### src/rtl/psum_drain_ctrl_pkg.sv
// Shared definitions for the psum drain controller and its accumulator neighbour.
// Latency: n/a (types and constants only).
// Backpressure: n/a.
package psum_drain_ctrl_pkg;

    // Lane geometry shared with the partial-sum accumulator controller.
    localparam int PSUM_BIT_WIDTH  = 8;
    localparam int PSUM_NUM_KERNEL = 4;
    localparam int PSUM_DATA_WIDTH = PSUM_BIT_WIDTH * PSUM_NUM_KERNEL;

    // Drain sequencer states.
    typedef enum logic [1:0] {
        ST_IDLE  = 2'd0,
        ST_READ  = 2'd1,
        ST_DRAIN = 2'd2,
        ST_DONE  = 2'd3
    } drain_state_t;

    // Bit offset of lane k inside a packed psum word.
    function automatic int lane_lsb(input int k, input int bw);
        return k * bw;
    endfunction

endpackage

### src/rtl/psum_drain_fifo.sv
// Generic synchronous FIFO with occupancy count, full and empty flags.
// Latency: a pushed word is visible at the head the cycle after the push.
// Backpressure: caller must not push while full unless popping in the same cycle.
module psum_drain_fifo #(
    parameter int WIDTH = 32,
    parameter int DEPTH = 4
) (
    input  logic                       clk,
    input  logic                       rst,
    input  logic                       push,
    input  logic [WIDTH-1:0]           push_dat,
    input  logic                       pop,
    output logic [WIDTH-1:0]           head_dat,
    output logic [$clog2(DEPTH):0]     count,
    output logic                       full,
    output logic                       empty
);
    localparam int AW = $clog2(DEPTH);

    logic [WIDTH-1:0] store [DEPTH];
    logic [AW-1:0]    wr_ptr;
    logic [AW-1:0]    rd_ptr;
    logic             do_push;
    logic             do_pop;

    assign full     = (count == (AW+1)'(DEPTH));
    assign empty    = (count == '0);
    // A full FIFO still accepts a push when the head leaves in the same cycle.
    assign do_push  = push && (!full || pop);
    assign do_pop   = pop && !empty;
    assign head_dat = store[rd_ptr];

    // Storage array; no reset needed, validity is tracked by count.
    always_ff @(posedge clk) begin
        if (do_push) begin
            store[wr_ptr] <= push_dat;
        end
    end

    // Pointers wrap naturally because DEPTH is a power of two.
    always_ff @(posedge clk or posedge rst) begin
        if (rst) begin
            wr_ptr <= '0;
            rd_ptr <= '0;
            count  <= '0;
        end else begin
            if (do_push) wr_ptr <= wr_ptr + AW'(1);
            if (do_pop)  rd_ptr <= rd_ptr + AW'(1);
            case ({do_push, do_pop})
                2'b10:   count <= count + (AW+1)'(1);
                2'b01:   count <= count - (AW+1)'(1);
                default: count <= count;
            endcase
        end
    end

endmodule

### src/rtl/psum_drain_ctrl.sv
// Drains packed psum words from memory to a valid/ready stream, zeroing each address as it returns.
// Latency: start to first mem_rden 1 cycle; first out_vld MEM_DELAY+1 cycles after that; done 1 cycle after last transfer.
// Backpressure: reads issue only while inflight + FIFO occupancy < FIFO_DEPTH; out_vld never depends on out_rdy.
// Build option: define PSUM_DRAIN_RELU_EN to zero negative lanes at the output.
module psum_drain_ctrl
    import psum_drain_ctrl_pkg::*;
#(
    parameter int BIT_WIDTH  = PSUM_BIT_WIDTH,
    parameter int NUM_KERNEL = PSUM_NUM_KERNEL,
    parameter int DATA_WIDTH = PSUM_DATA_WIDTH,
    parameter int ADDR_WIDTH = 32,
    parameter int MEM_DELAY  = 1,
    parameter int FIFO_DEPTH = 4
) (
    input  logic                  clk,
    input  logic                  rst,
    input  logic                  start,
    input  logic [ADDR_WIDTH-1:0] num_words,
    output logic                  busy,
    output logic                  done,
    output logic [ADDR_WIDTH-1:0] mem_radd,
    output logic                  mem_rden,
    input  logic [DATA_WIDTH-1:0] mem_odat,
    input  logic                  mem_oval,
    output logic [ADDR_WIDTH-1:0] mem_wadd,
    output logic                  mem_wren,
    output logic [DATA_WIDTH-1:0] mem_idat,
    output logic [DATA_WIDTH-1:0] out_dat,
    output logic                  out_vld,
    input  logic                  out_rdy
);
    localparam int IW = $clog2(MEM_DELAY + 2);
    localparam int CW = $clog2(FIFO_DEPTH) + 1;

    drain_state_t          state;
    logic [ADDR_WIDTH-1:0] word_total;
    logic [ADDR_WIDTH-1:0] rd_cnt;
    logic [ADDR_WIDTH-1:0] out_cnt;
    logic [IW-1:0]         inflight;
    logic [ADDR_WIDTH-1:0] addr_sr [MEM_DELAY];
    logic [DATA_WIDTH-1:0] head_dat;
    logic [CW-1:0]         fifo_count;
    logic                  fifo_full;
    logic                  fifo_empty;
    logic                  ret_vld;
    logic                  xfer;

    // Returns are only honoured for reads we issued, so a reset mid-drain ignores stragglers.
    assign ret_vld  = mem_oval && (inflight != '0);
    assign xfer     = out_vld && out_rdy;

    assign mem_rden = (state == ST_READ) && (rd_cnt < word_total) &&
                      ((int'(inflight) + int'(fifo_count)) < FIFO_DEPTH);
    assign mem_radd = rd_cnt;
    assign mem_wren = ret_vld;
    assign mem_wadd = addr_sr[MEM_DELAY-1];
    assign mem_idat = '0;
    assign out_vld  = !fifo_empty;

    // Outstanding read count; a simultaneous issue and return cancel out.
    always_ff @(posedge clk or posedge rst) begin
        if (rst) begin
            inflight <= '0;
        end else begin
            case ({mem_rden, ret_vld})
                2'b10:   inflight <= inflight + IW'(1);
                2'b01:   inflight <= inflight - IW'(1);
                default: inflight <= inflight;
            endcase
        end
    end

    // Carry each read address alongside the memory pipeline to drive the clear-write.
    always_ff @(posedge clk or posedge rst) begin
        if (rst) begin
            for (int i = 0; i < MEM_DELAY; i++) addr_sr[i] <= '0;
        end else begin
            addr_sr[0] <= mem_radd;
            for (int i = 1; i < MEM_DELAY; i++) addr_sr[i] <= addr_sr[i-1];
        end
    end

    psum_drain_fifo #(
        .WIDTH (DATA_WIDTH),
        .DEPTH (FIFO_DEPTH)
    ) u_fifo (
        .clk      (clk),
        .rst      (rst),
        .push     (ret_vld),
        .push_dat (mem_odat),
        .pop      (xfer),
        .head_dat (head_dat),
        .count    (fifo_count),
        .full     (fifo_full),
        .empty    (fifo_empty)
    );

    // Per-lane output shaping; an empty FIFO presents all-zero data.
    for (genvar k = 0; k < NUM_KERNEL; k++) begin : g_lane
        logic [BIT_WIDTH-1:0] lane;
        assign lane = head_dat[lane_lsb(k, BIT_WIDTH) +: BIT_WIDTH];
`ifdef PSUM_DRAIN_RELU_EN
        assign out_dat[lane_lsb(k, BIT_WIDTH) +: BIT_WIDTH] =
            (fifo_empty || lane[BIT_WIDTH-1]) ? '0 : lane;
`else
        assign out_dat[lane_lsb(k, BIT_WIDTH) +: BIT_WIDTH] = fifo_empty ? '0 : lane;
`endif
    end

    // Drain sequencer. An empty request falls through DRAIN so done keeps its registered timing.
    always_ff @(posedge clk or posedge rst) begin
        if (rst) begin
            state      <= ST_IDLE;
            word_total <= '0;
            rd_cnt     <= '0;
            out_cnt    <= '0;
            busy       <= 1'b0;
            done       <= 1'b0;
        end else begin
            done <= 1'b0;
            if (mem_rden) rd_cnt  <= rd_cnt + ADDR_WIDTH'(1);
            if (xfer)     out_cnt <= out_cnt + ADDR_WIDTH'(1);
            case (state)
                ST_IDLE: begin
                    if (start) begin
                        word_total <= num_words;
                        rd_cnt     <= '0;
                        out_cnt    <= '0;
                        busy       <= 1'b1;
                        state      <= (num_words == '0) ? ST_DRAIN : ST_READ;
                    end
                end
                ST_READ: begin
                    if (rd_cnt == word_total) state <= ST_DRAIN;
                end
                ST_DRAIN: begin
                    if ((out_cnt == word_total) ||
                        (xfer && (out_cnt + ADDR_WIDTH'(1) == word_total))) begin
                        done  <= 1'b1;
                        state <= ST_DONE;
                    end
                end
                default: begin
                    busy  <= 1'b0;
                    state <= ST_IDLE;
                end
            endcase
        end
    end

    // Credits must make overflow and excess outstanding reads impossible.
    assert property (@(posedge clk) disable iff (rst) !(ret_vld && fifo_full && !xfer))
        else $error("psum_drain_ctrl: output FIFO overflow");
    assert property (@(posedge clk) disable iff (rst) int'(inflight) <= MEM_DELAY + 1)
        else $error("psum_drain_ctrl: too many reads in flight");

endmodule
### config.mk
export PLATFORM = sky130hd
export DESIGN_NAME = psum_drain_ctrl
export DESIGN_NICKNAME = d
export VERILOG_FILES = /design/src/rtl/psum_drain_ctrl_pkg.sv /design/src/rtl/psum_drain_fifo.sv /design/src/rtl/psum_drain_ctrl.sv
export SDC_FILE = /design/constraint.sdc
export NUM_CORES = 1
export LEC_CHECK = 0
export BUFFER_PORTS_ARGS = -buffer_cell sky130_fd_sc_hd__buf_2
export CAP_MARGIN = 0
export CORE_ASPECT_RATIO = 1.1
export CORE_MARGIN = 1.5
export CORE_UTILIZATION = 35
export CTS_CLUSTER_DIAMETER = 100
export DETAILED_ROUTE_END_ITERATION = 8
export SYNTH_ARGS = -nofsm -noshare
export SYNTH_HDL_FRONTEND = slang
export SYNTH_SLANG_ARGS = --single-unit
### constraint.sdc
create_clock -name clk -period 10.1 [get_ports clk]
set_input_delay 0.505 -clock clk [delete_from_list [all_inputs] [get_ports clk]]
set_output_delay 0.505 -clock clk [all_outputs]
set_load 0.03 [all_outputs]
; ---- Yosys cells after proc, flatten, opt, wreduce, memory -nomap -nowiden
; Memory sizes are Yosys's and may differ from the RTL's.
; Cells that the tools add are included.
[word_totals]
regBits = 141
ramBits = 128
input_bits = 69
word_cells = 81
memories = 1
[op_classes]
n_addsub = 9
n_lt_le_gt_ge = 2
eq_ne = 13
n_mux = 23
n_bitwise = 1
n_reduce_logical = 21
[mem_list]
columns = memory, words, word_bits, rd, rd_ports_with_merged_regs, write_ports, line_no
row1 = u_fifo.store, 4, 32, 1, 0, 1, psum_drain_fifo.sv:20  ; logic [WIDTH-1:0] store [DEPTH];
[op_table]
columns = operator, n
row1 = $mux 32, 6
row2 = $eq 32x32->1, 3
row3 = $add 32x1->32 const B, 2
row4 = $logic_not 32->1, 1
row5 = $lt 32x32->1, 1
row6 = $mux 8, 4
row7 = $mux 2, 4
row8 = $logic_and 1x1->1, 7
row9 = $add 2x1->2 const B, 3
row10 = $eq 2x1->1 const B, 3
row11 = $eq 2x2->1 const B, 3
row12 = $pmux 2 s3, 1
row13 = $pmux 3 s2, 1
row14 = $reduce_bool 2->1, 3
row15 = $mux 1, 5
row16 = $add 2x3->4, 1
row17 = $lt 4x3->1 const B, 1
row18 = $ne 2x2->1 const B, 2
row19 = $pmux 2 s2, 1
row20 = $reduce_and 2->1, 2
row21 = $add 3x1->3 const B, 1
row22 = $eq 3x3->1 const B, 1
row23 = $logic_not 3->1, 1
row24 = $reduce_and 3->1, 1
row25 = other kinds (9), 11

; ---- Longest topological paths before layout
[depth]
depth_word = 7
ltp_mapped = 15
depth_no_buf = 14

; ---- By module
; A second synthesis with hierarchy kept.
[hier_totals]
hier_cells = 1099
hier_area_um2 = 13103.8
[modules_own_cells]
columns = mod, n_inst, cells_per_inst, area_each_um2, seq_area_each_um2
row1 = psum_drain_ctrl, 1, 892, 8054.0, 3353.2
row2 = psum_drain_fifo, 1, 207, 5049.8, 4018.9

; ---- Worst setup path after synthesis
; OpenSTA, ideal clock, no wires.
[synth_path]
path_type = register -> register
start = reg rd_cnt[25] (netlist: mem_radd[25])
end = reg rd_cnt[28] (netlist: mem_radd[28])
setup_time_ps = 78
arrival_ps = 3248
setup_slack_ps = 6773
stages_incl_launch_ff = 12
n_path_buf = 1
synth_period_minus_slack_ps = 3327
cell_sequence = dfrtp_1 -> ha_1 -> a21o_1 -> a21o_1 -> a21oi_1 -> o2111ai_1 -> a21oi_1 -> and2_1 -> clkbuf_1 -> inv_1 -> or4_1 -> a21oi_1
[synth_between]
elab_chain_cells = 6
[synth_lines]
columns = item, line_no
row1 = "start, declared", psum_drain_ctrl.sv:37  ; logic [ADDR_WIDTH-1:0] rd_cnt;
row2 = "start signal, assigned", psum_drain_ctrl.sv:121  ; if (mem_rden) rd_cnt <= rd_cnt + ADDR_WIDTH'(1);
row3 = $lt 32x32->1 *, psum_drain_ctrl.sv:52  ; assign mem_rden = (state == ST_READ) && (rd_cnt < word_total) &&
row4 = $logic_and 1x1->1 * (2 in a row), psum_drain_ctrl.sv:52
row5 = net mem_rden, psum_drain_ctrl.sv:22  ; output logic mem_rden,
row6 = $mux 32 *, psum_drain_ctrl.sv:121
row7 = $mux 32, psum_drain_ctrl.sv:125  ; if (start) begin
row8 = $mux 32 *, psum_drain_ctrl.sv:123  ; case (state)
; Mark *: on every way through the listed nets, which the timed path passes. The rest lies on a longest branch.
; A chain may end at the register's enable or synchronous reset.

; ---- Worst setup path after layout
[layout_path]
start = reg rd_cnt[25] (netlist: mem_radd[25])
end = out mem_rden
[layout_between]
elab_chain_cells = 3
[layout_lines]
columns = item, line_no
row1 = $lt 32x32->1, psum_drain_ctrl.sv:52
row2 = $logic_and 1x1->1 (2 in a row), psum_drain_ctrl.sv:52
row3 = "end, declared", psum_drain_ctrl.sv:22
; No other way between the ends.

==> results by group <==
Global route
  – Antenna violations before repair: 3
  – Peak-usage layer in the global routing report: met2
  – First-pass GRT wire length: 52300 um
  – Grt total ovfl: 0
  – GR Layer Usage met2: 0.294
  – GRT Overall Usage: 0.176
  – Largest net degree at the start of global routing: 76
  – GRT met3 Usage: 0.0317
  – Vias in the first global route: 8958
  – GR Util met1: 0.231

Pwr
  – Worst VDD drop: 0.179 mV
  – Pwr dens: 236 mW/mm^2
  – Leak: 6.22 nW

Synth
  – Most frequent cell after synthesis: dfrtp_1
  – Synth Area per Inst: 12.1 um^2
  – Seq cells post-synth: 269
  – Leading area contributor after synthesis: edfxtp_1
  – Top cell type's share of synthesized area: 0.297
  – Mapped Area: 0.0129 mm^2
  – Sequential area share after synthesis: 0.570
  – EDFF count, synth: 128
  – Yosys warns: 0
  – Synth cell types: 61
  – Asr flop ratio synth: 0.524
  – Ranking of synthesized cells by area: edfxtp_1, dfrtp_1, mux4_2
  – Gate Count Post-Synth: 1072
  – Synth top cells by count: dfrtp_1, edfxtp_1, nand2_1
  – Primary FF master, synth: dfrtp_1

Clock tree
  – Worst-case clock buffer depth: 3
  – Clock root buffer: clkbuf_16
  – Num CTS Buffers: 30
  – Clock transition at path regs: 0.06 ns
  – Post-CTS Hold Buffers: 0
  – Clock sinks: 269
  – CTS-repair resized insts: 0
  – Post-CTS Setup Bufs: 0
  – H-tree levels: 1
  – Worst-skew pair later-pin latency: 0.56 ns
  – CTS tree: yes

Drt
  – Vias/cell: 5.12
  – Antenna Nets Post-Route: 0
  – DR WL/cell: 19.4 um
  – # DRC: 0
  – DRT Wirelength: 33700 um
  – Vias: 8912
  – Drt initial violations: 558
  – First-pass detailed-route iteration total: 5

Die
  – Cell row count: 73
  – I/O pin total: 202
  – Chip height: 205 um
  – Core area: 0.0363 mm^2
  – Die width: 186 um
  – Starting Density: 0.357
  – Die area: 0.0381 mm^2

Min path
  – Hold crit path type: in -> async

Finish
  – Share of cells above drive strength 1: 0.222
  – Final net count: 1342
  – Final instance area: 0.0152 mm^2
  – Multi-input logic area: 0.00504 mm^2
  – Layout Area Growth over Synthesis: 17.3%
  – Storage element area: 0.00737 mm^2
  – Filler cells: 3493

Critical path
  – CP required: 9.60 ns
  – Setup crit end kind: output port
  – WP data arrival: 3.25 ns
  – Critical path class: reg -> out
  – Worst-path maximum fanout: 9
  – Critical Path Start Type: flip-flop

STA
  – Slew Limit Fails: 0
  – Unrepaired setup endpoints after global routing: false
  – # setup viols final: 0
  – Slew HR: 0.344
  – Final worst path period share: 0.372
  – Setup TNS: 0 ns
  – Final Hold Viols: 0
  – Crit path time final: 3.75 ns
  – Achievable frequency: 0.266 GHz
  – Tightest Pin Transition: 0.977 ns
  – Final Skew: 0.0138 ns

Placed design
  – DP HPWL: 24200 um
  – Placed standard-cell area: 0.0141 mm^2
  – Routability cong.: 0.909
  – PortBufs: 169

Status
  – Outcome: complete, no violations

Job
  – Max-cap violation count: 0
[registers in the layout, summed over array words and instances, names as in the netlist]
signal / count
u_fifo.rd_ptr: 2
inflight: 2
done: 1
mem_wadd: 32
state: 2
word_total: 32
mem_radd: 32
u_fifo.wr_ptr: 2
out_cnt: 32
busy: 1
u_fifo.count: 3
u_fifo.store: 128
[metal layers]
metal / vias up / share of wire
li1: 4133 / -
met1: 4452 / 0.43
met3: 46 / 0.055
met2: 281 / 0.48
met5: - / 0
met4: 0 / 0.030
[through the flow]
step           hold slack (ns)  setup slack, ns  utilization  std cells  total power [mW]
4_1_cts                 0.0498             6.33        0.418       1737              3.62
5_1_grt                 0.0739             6.15        0.418       1737              3.75
3_5_place_dp             0.468             6.48        0.390       1682              2.50
3_3_place_gp             0.462             6.43        0.390       1682              2.49
2_1_floorplan            0.464             5.81            -       1103              2.20
6_report                0.0143             6.35        0.418       1740              3.57
[cell families after synthesis]
kind of cell | Yosys count | share of synthesized area
XOR/XNOR | 98 | 0.0663
other | 1 | 0.000290
buffers and inverters | 135 | 0.0497
AO/OA/AOI/OAI | 135 | 0.0646
multiplexers | 33 | 0.0565
flip-flops | 269 | 0.570
adder cells (fa/ha/maj) | 46 | 0.0451
AND/OR/NAND/NOR | 355 | 0.148
[power breakdown]
part           internal [mW]  total [mW]  leakage [nW]  switching (mW)
clock                  0.660        1.11         0.509           0.447
combinational          0.386        1.07          2.94           0.682
sequential              1.31        1.40          2.78          0.0868
total                   2.36        3.57          6.22            1.22
[final timing paths]
kind / start / endpoint / slack (ns) / cells after the start
max: mem_radd[25]$_DFF_PP0_ / mem_rden / 6.35 / 8
max reg2reg: out_cnt[0]$_DFF_PP0_ / state[0]$_DFFE_PP0P_ / 6.44 / 10
min: rst / mem_wadd[27]$_DFF_PP0_ / 0.01 / 2
min in group clk: mem_odat[11] / u_fifo.store[2][11]$_DFFE_PP_ / 0.15 / 1
min reg2reg: u_fifo.rd_ptr[1]$_DFFE_PP0P_ / u_fifo.rd_ptr[1]$_DFFE_PP0P_ / 0.47 / 1
max in group asynchronous: rst / out_cnt[9]$_DFF_PP0_ / 8.65 / 3
[critical path, cell delays in order (launching register included)]
cell and delay (ns):
dfrtp_1 0.45, ha_1 0.33, a21o_1 0.18, a21o_1 0.17, a21oi_1 0.15, o2111ai_1 0.16, a21oi_1 0.64, and2_1 0.36
buf_2 0.26
[cells in the final DEF, fill, tap and decap left out, types with 10 or more instances in the layout]
cell type,instances
buf_2,169
dfrtp_1,140
edfxtp_1,128
nand2_1,68
nor2_1,66
o21ai_0,52
xnor2_1,52
nand4_1,46
xor2_1,46
inv_1,45
ha_1,45
and2_1,42
mux4_2,32
conb_1,32
nand3_1,30
clkbuf_16,30
a21oi_1,28
nor4_1,19
a21o_1,17
nor3_1,16
or3_1,14
and3_1,14
buf_4,11
and4_1,10
clkinv_2,10
[layout make-up]
cell class                 count  area share
inverter                      47      0.0120
antenna                        3    0.000495
timing repair buffer         180      0.0612
sequential                   269       0.486
tap                          487      0.0402
multi-input combinational    699       0.332
clock buffer                  37      0.0545
clock inverter                18      0.0134
No activity file was read; power rests on OpenSTA's default activity.
